## config.mk

```make
export PLATFORM = sky130hd
export DESIGN_NAME = hazard_ctrl
export DESIGN_NICKNAME = d
export VERILOG_FILES = /design/src/rtl/hazard_ctrl.sv
export SDC_FILE = /design/constraint.sdc
export NUM_CORES = 1
export LEC_CHECK = 0
export BUFFER_PORTS_ARGS = -buffer_cell sky130_fd_sc_hd__buf_2
export CORE_MARGIN = 4
export CORE_UTILIZATION = 40
export CTS_BUF_LIST = sky130_fd_sc_hd__clkbuf_4
export DETAILED_ROUTE_END_ITERATION = 10
export GPL_TIMING_DRIVEN = 0
export PLACE_DENSITY_LB_ADDON = 0.25
export SETUP_SLACK_MARGIN = 0.2
export SLEW_MARGIN = 20
export SYNTH_ARGS = -nofsm -noshare
export SYNTH_HDL_FRONTEND = slang
export SYNTH_SLANG_ARGS = --single-unit
```

## constraint.sdc

```tcl
create_clock -name clk -period 3 [get_ports clk]
set_input_delay 0.6 -clock clk [delete_from_list [all_inputs] [get_ports clk]]
set_output_delay 0.6 -clock clk [all_outputs]
set_load 0.01 [all_outputs]
```

## src/rtl/hazard_ctrl.sv

```systemverilog
// hazard_ctrl: per-cycle stall/flush decisions for the 5-stage MIPS front end,
// plus multiply/divide busy sequencing and a saturating stall-cycle counter.
module hazard_ctrl #(
  parameter int MDU_LAT = 4,
  parameter int CNT_W   = 16
) (
  input  logic             clk,
  input  logic             reset,
  input  logic [4:0]       id_rs,
  input  logic [4:0]       id_rt,
  input  logic             id_uses_rs,
  input  logic             id_uses_rt,
  input  logic             id_is_branch,
  input  logic             id_branch_taken,
  input  logic             id_hilo_use,
  input  logic             ex_mem_read,
  input  logic             ex_reg_write,
  input  logic [4:0]       ex_dst,
  input  logic             mem_mem_read,
  input  logic [4:0]       mem_dst,
  input  logic             mdu_start,
  output logic             pc_freeze,
  output logic             ifid_freeze,
  output logic             ifid_flush,
  output logic             idex_bubble,
  output logic             mdu_busy,
  output logic [CNT_W-1:0] stall_cnt
);

  localparam int MW = $clog2(MDU_LAT) + 1;

  typedef enum logic {IDLE, BUSY} mdu_state_t;

  mdu_state_t       r_state;
  mdu_state_t       w_stateNext;
  logic [MW-1:0]    r_mduCnt;
  logic [MW-1:0]    w_mduCntNext;
  logic [CNT_W-1:0] r_stallCnt;

  logic w_mduBusy;
  logic w_exHit;
  logic w_memHit;
  logic w_loadUse;
  logic w_brDep;
  logic w_mduHaz;
  logic w_stall;

  // Register 0 is hardwired to zero, so a write to it never creates a dependence.
  function automatic logic anyHit(input logic usesRs, input logic [4:0] rs,
                                  input logic usesRt, input logic [4:0] rt,
                                  input logic [4:0] d);
    return (d != 5'd0) && ((usesRs && rs == d) || (usesRt && rt == d));
  endfunction

  assign w_mduBusy = (r_mduCnt != '0);
  assign w_exHit   = anyHit(id_uses_rs, id_rs, id_uses_rt, id_rt, ex_dst);
  assign w_memHit  = anyHit(id_uses_rs, id_rs, id_uses_rt, id_rt, mem_dst);
  assign w_loadUse = ex_mem_read && w_exHit;
  assign w_brDep   = id_is_branch && ((ex_reg_write && w_exHit) || (mem_mem_read && w_memHit));
  assign w_mduHaz  = id_hilo_use && (w_mduBusy || mdu_start);
  assign w_stall   = !reset && (w_loadUse || w_brDep || w_mduHaz);

  // A stalled branch is re-evaluated next cycle, so stall suppresses the flush.
  assign pc_freeze   = w_stall;
  assign ifid_freeze = w_stall;
  assign idex_bubble = w_stall;
  assign ifid_flush  = !reset && id_branch_taken && !w_stall;
  assign mdu_busy    = !reset && w_mduBusy;
  assign stall_cnt   = r_stallCnt;

  always_ff @(posedge clk or posedge reset) begin
    if (reset) begin
      r_state  <= IDLE;
      r_mduCnt <= '0;
    end else begin
      r_state  <= w_stateNext;
      r_mduCnt <= w_mduCntNext;
    end
  end

  // A start while BUSY is ignored; the count runs down independent of stalls.
  always_comb begin
    w_stateNext  = r_state;
    w_mduCntNext = r_mduCnt;
    case (r_state)
      IDLE: begin
        if (mdu_start) begin
          w_mduCntNext = MW'(MDU_LAT - 1);
          w_stateNext  = BUSY;
        end
      end
      BUSY: begin
        w_mduCntNext = r_mduCnt - MW'(1);
        if (r_mduCnt == MW'(1)) begin
          w_stateNext = IDLE;
        end
      end
      default: begin
        w_stateNext  = IDLE;
        w_mduCntNext = '0;
      end
    endcase
  end

  always_ff @(posedge clk or posedge reset) begin
    if (reset) begin
      r_stallCnt <= '0;
    end else if (w_stall && (r_stallCnt != {CNT_W{1'b1}})) begin
      r_stallCnt <= r_stallCnt + CNT_W'(1);
    end
  end

endmodule
```

==> flow_summary.toml <==
[die]
die_y_um = 66.8
core_area_sq_mm = 0.00334
io_pins = 52
rows = 21
start_util_pct = 41.4
die_w_um = 66.8
die_area_sq_mm = 0.00446

[clocking]
tritoncts = "done"
cts_buffers = 3
clkSlewWorstSetupHoldPaths_ns = 0.12
htreeDepth = 1
clockBufferDepth = 2
cts.sinks = 20
root_buffer = "clkbuf_4"
insertion_delay_ns = 0.31

[yosys]
synth-seq-area-share_pct = 36.2
yosysWarningCount = 0
synth_edf_count = 0
synthMuxAreaShare_pct = 1.09
syn-instance-count = 143
synth-xor-area-share_pct = 22.2
synth_top_area_share_pct = 36.2
ys_ff_latch = 20
async_flop_share_pct = 100
synthTopCellsByArea = "dfrtp_1 36%, xnor2_1 13%, xor2_1 9.5%"
syn-cell-area_sq_mm = 0.00138
synth.avg_cell_area_sq_um = 9.67
syn-num-nets = 178
yosys.area_share.simple_pct = 21.4
synth_cell_types = 34
synthAdderAreaFrac_pct = 3.62
synth_compound_area_share_pct = 11.4
synth_top_family_by_area = "XOR/XNOR gates"
yosys.area.top_type = "dfrtp_1"
synth_ff_type = "dfrtp_1"

[routing]
routedWlPerCell_um = 14.3
drc = 0
wirelength_um = 3560
drt-initial-drc-count = 29
drtPass1Iterations = 4
vias_per_cell = 5.20
postRouteAntennaNets = 0
via_count = 1295

[grt]
overflow = 0
antenna_found_initial = 0
grt_max_degree = 21
grt_use_total_pct = 17.0
grt_pass1_wl_um = 5890
grt_pass1_vias = 1351

[sta]
fmax_mhz = 359
worst_slew_pin_slew_ns = 0.744
finalCritPeriodShare_pct = 92.8
rsz0062_at_grt = "true"
final-setup-viol-count = 0
clock-skew-final_ns = 0.000617
hold_viol = 0
slew_viol_final = 0
slew_headroom_pct = 50.3
finalCriticalPeriod_ns = 2.78
whs_ns = 0.492

[cells_and_area]
final_area_sq_mm = 0.00184
fin_nets = 239
diodes = 0
drive_gt1_share_pct = 37.4
n_fill_cell = 327
final_core_util_pct = 55.2
final_cells = 249
syn2layout_area_growth_pct = 33.3

[min_path]
min_from = "mdu_start"
hold_end = "r_mduCnt[2]"
hp-class = "in -> reg"
hold_depth = 2

[setup_path]
path_max_fanout = 3
slowest_delay_ns = 0.38
cp_slowest_cell = "or3_4"
arrival_ns = 2.18
worstPathRequired_ns = 2.40
endpoint_kind = "output port"
startpoint_type = "primary input"
r2r-start = "stall_cnt[0]"
crit_chain = "buf_8 -> or3_4 -> o311a_4 -> a221oi_4 -> buf_6 -> nor2_4 -> buf_6 -> buf_6"
critPathTopFamily = "compound AO/OA/AOI/OAI gates"
setup.worst_path.class = "in -> out"
rrSetupSlack_ns = 0.97
rr_endpoint = "stall_cnt[1]"
r2r_cells = 6
crit_top_cell = "buf_6"
path_buf_inv = 4

[place]
dp.cells = 240
dpl_cell_area_sq_mm = 0.00170
port_buffers = 51
dpl.hpwl_um = 2790
gp_congestion = 0.886

[flow_run]
maxCapViolCount = 0

[pwr]
irDropWorstVdd_mv = 0.384
p_leak_uw = 0.000884
powerDensity_mw_per_mm2 = 577

[run_status]
status = "complete, no violations"
[what timing repair did]
action | CTS | global route
hold buffers | 0 | 0
buffers inserted | 3 | 2
endpoints found under the setup margin | 4 | 3
pin swaps | 1 | 4
resized for setup | 1 | 15
[worst reg2reg max path, delay by kind of cell, from the launching register on]
| kind | cells | cell delay, ns |
|---|---|---|
| flops | 1 | 0.44 |
| simple gates | 4 | 0.94 |
| mux | 1 | 0.30 |
| fa+ha+maj | 1 | 0.24 |
[per-stage QoR]
step | power [uW] | setup slack (ns) | TNS (ns)
2_1_floorplan | 666 | 0.291 | 0
3_3_place_gp | 792 | -0.0745 | -0.149
3_5_place_dp | 810 | -0.115 | -0.227
4_1_cts | 1060 | 0.199 | 0
5_1_grt | 1150 | 0.157 | 0
6_report | 1060 | 0.217 | 0
[final cells by class]
cell class	instances	area (sq um)	area share, %
multi-input cells	112	847	46.0
flip-flops and latches	20	500	27.2
repair buffers	56	322	17.4
well taps	46	57.6	3.12
plain buffers	5	41.3	2.24
clock inverters	1	30.0	1.63
clock buffers	3	22.5	1.22
inverters	6	22.5	1.22
[synthesized netlist by cell type, types with 3 or more instances]
master,instances
xnor2_1,20
nor3_1,10
nor4_1,3
nand4_1,7
xor2_1,15
and3_1,5
nand2_1,11
nand3_1,7
nor2_1,5
a21oi_1,4
inv_1,6
dfrtp_1,20
ha_1,4
[per-layer routing]
metal	routed length [um]	track usage [%]
met1	1380	19.6
met2	1810	31.1
met3	309	2.53
met4	55	6.85
met5	0	0
[worst max path at each step]
stage               cells after the start           to  slack [ns]  startpoint
floorplan                               6  ifid_freeze        0.29  mem_dst[0]
global placement                        8    pc_freeze       -0.07  mem_dst[0]
finish                                  8    pc_freeze        0.22  mem_dst[2]
global route                            8  ifid_freeze        0.16  mem_dst[2]
CTS                                     8    pc_freeze        0.20  mem_dst[0]
detailed placement                      8    pc_freeze       -0.11  mem_dst[0]
[cells by family (layout without fill, tap and decap cells)]
kind of cell,after synthesis,in the layout
and+or+nand+nor,55,55
AOI/OAI and AO/OA,17,17
xor gates and xnor gates,35,35
muxes,1,1
buffers and inverters,11,71
adders and majority gates,4,4
DFF,20,20
[sequential cells by signal, summed over array words and instances, names as in the netlist]
signal	flops
r_mduCnt	3
r_state	1
stall_cnt	16
[where the power goes]
group | leakage [uW] | switching [uW] | internal, uW
combinational | 0.000603 | 207 | 203
sequential | 0.000253 | 87.2 | 342
clock | 0.0000279 | 88.9 | 135
total | 0.000884 | 383 | 680
[cells in the final DEF (no fill, tap or decap), drive strengths merged]
master / count
nor3: 11
xor2: 15
inv: 6
o41ai: 1
o31a: 1
a31oi: 1
and3: 5
a21boi: 1
o31ai: 2
nor4b: 1
xnor2: 20
mux2: 1
o311a: 1
nand4: 7
or3b: 2
ha: 4
clkbuf: 4
nor3b: 2
buf: 60
nor4: 3
a2111oi: 1
nand3: 7
a221oi: 2
a21oi: 4
bufinv: 1
nor2: 5
or3: 1
a22oi: 1
nand2: 11
dfrtp: 20
o22ai: 2
Note: power is estimated with default switching activity, not from simulation.
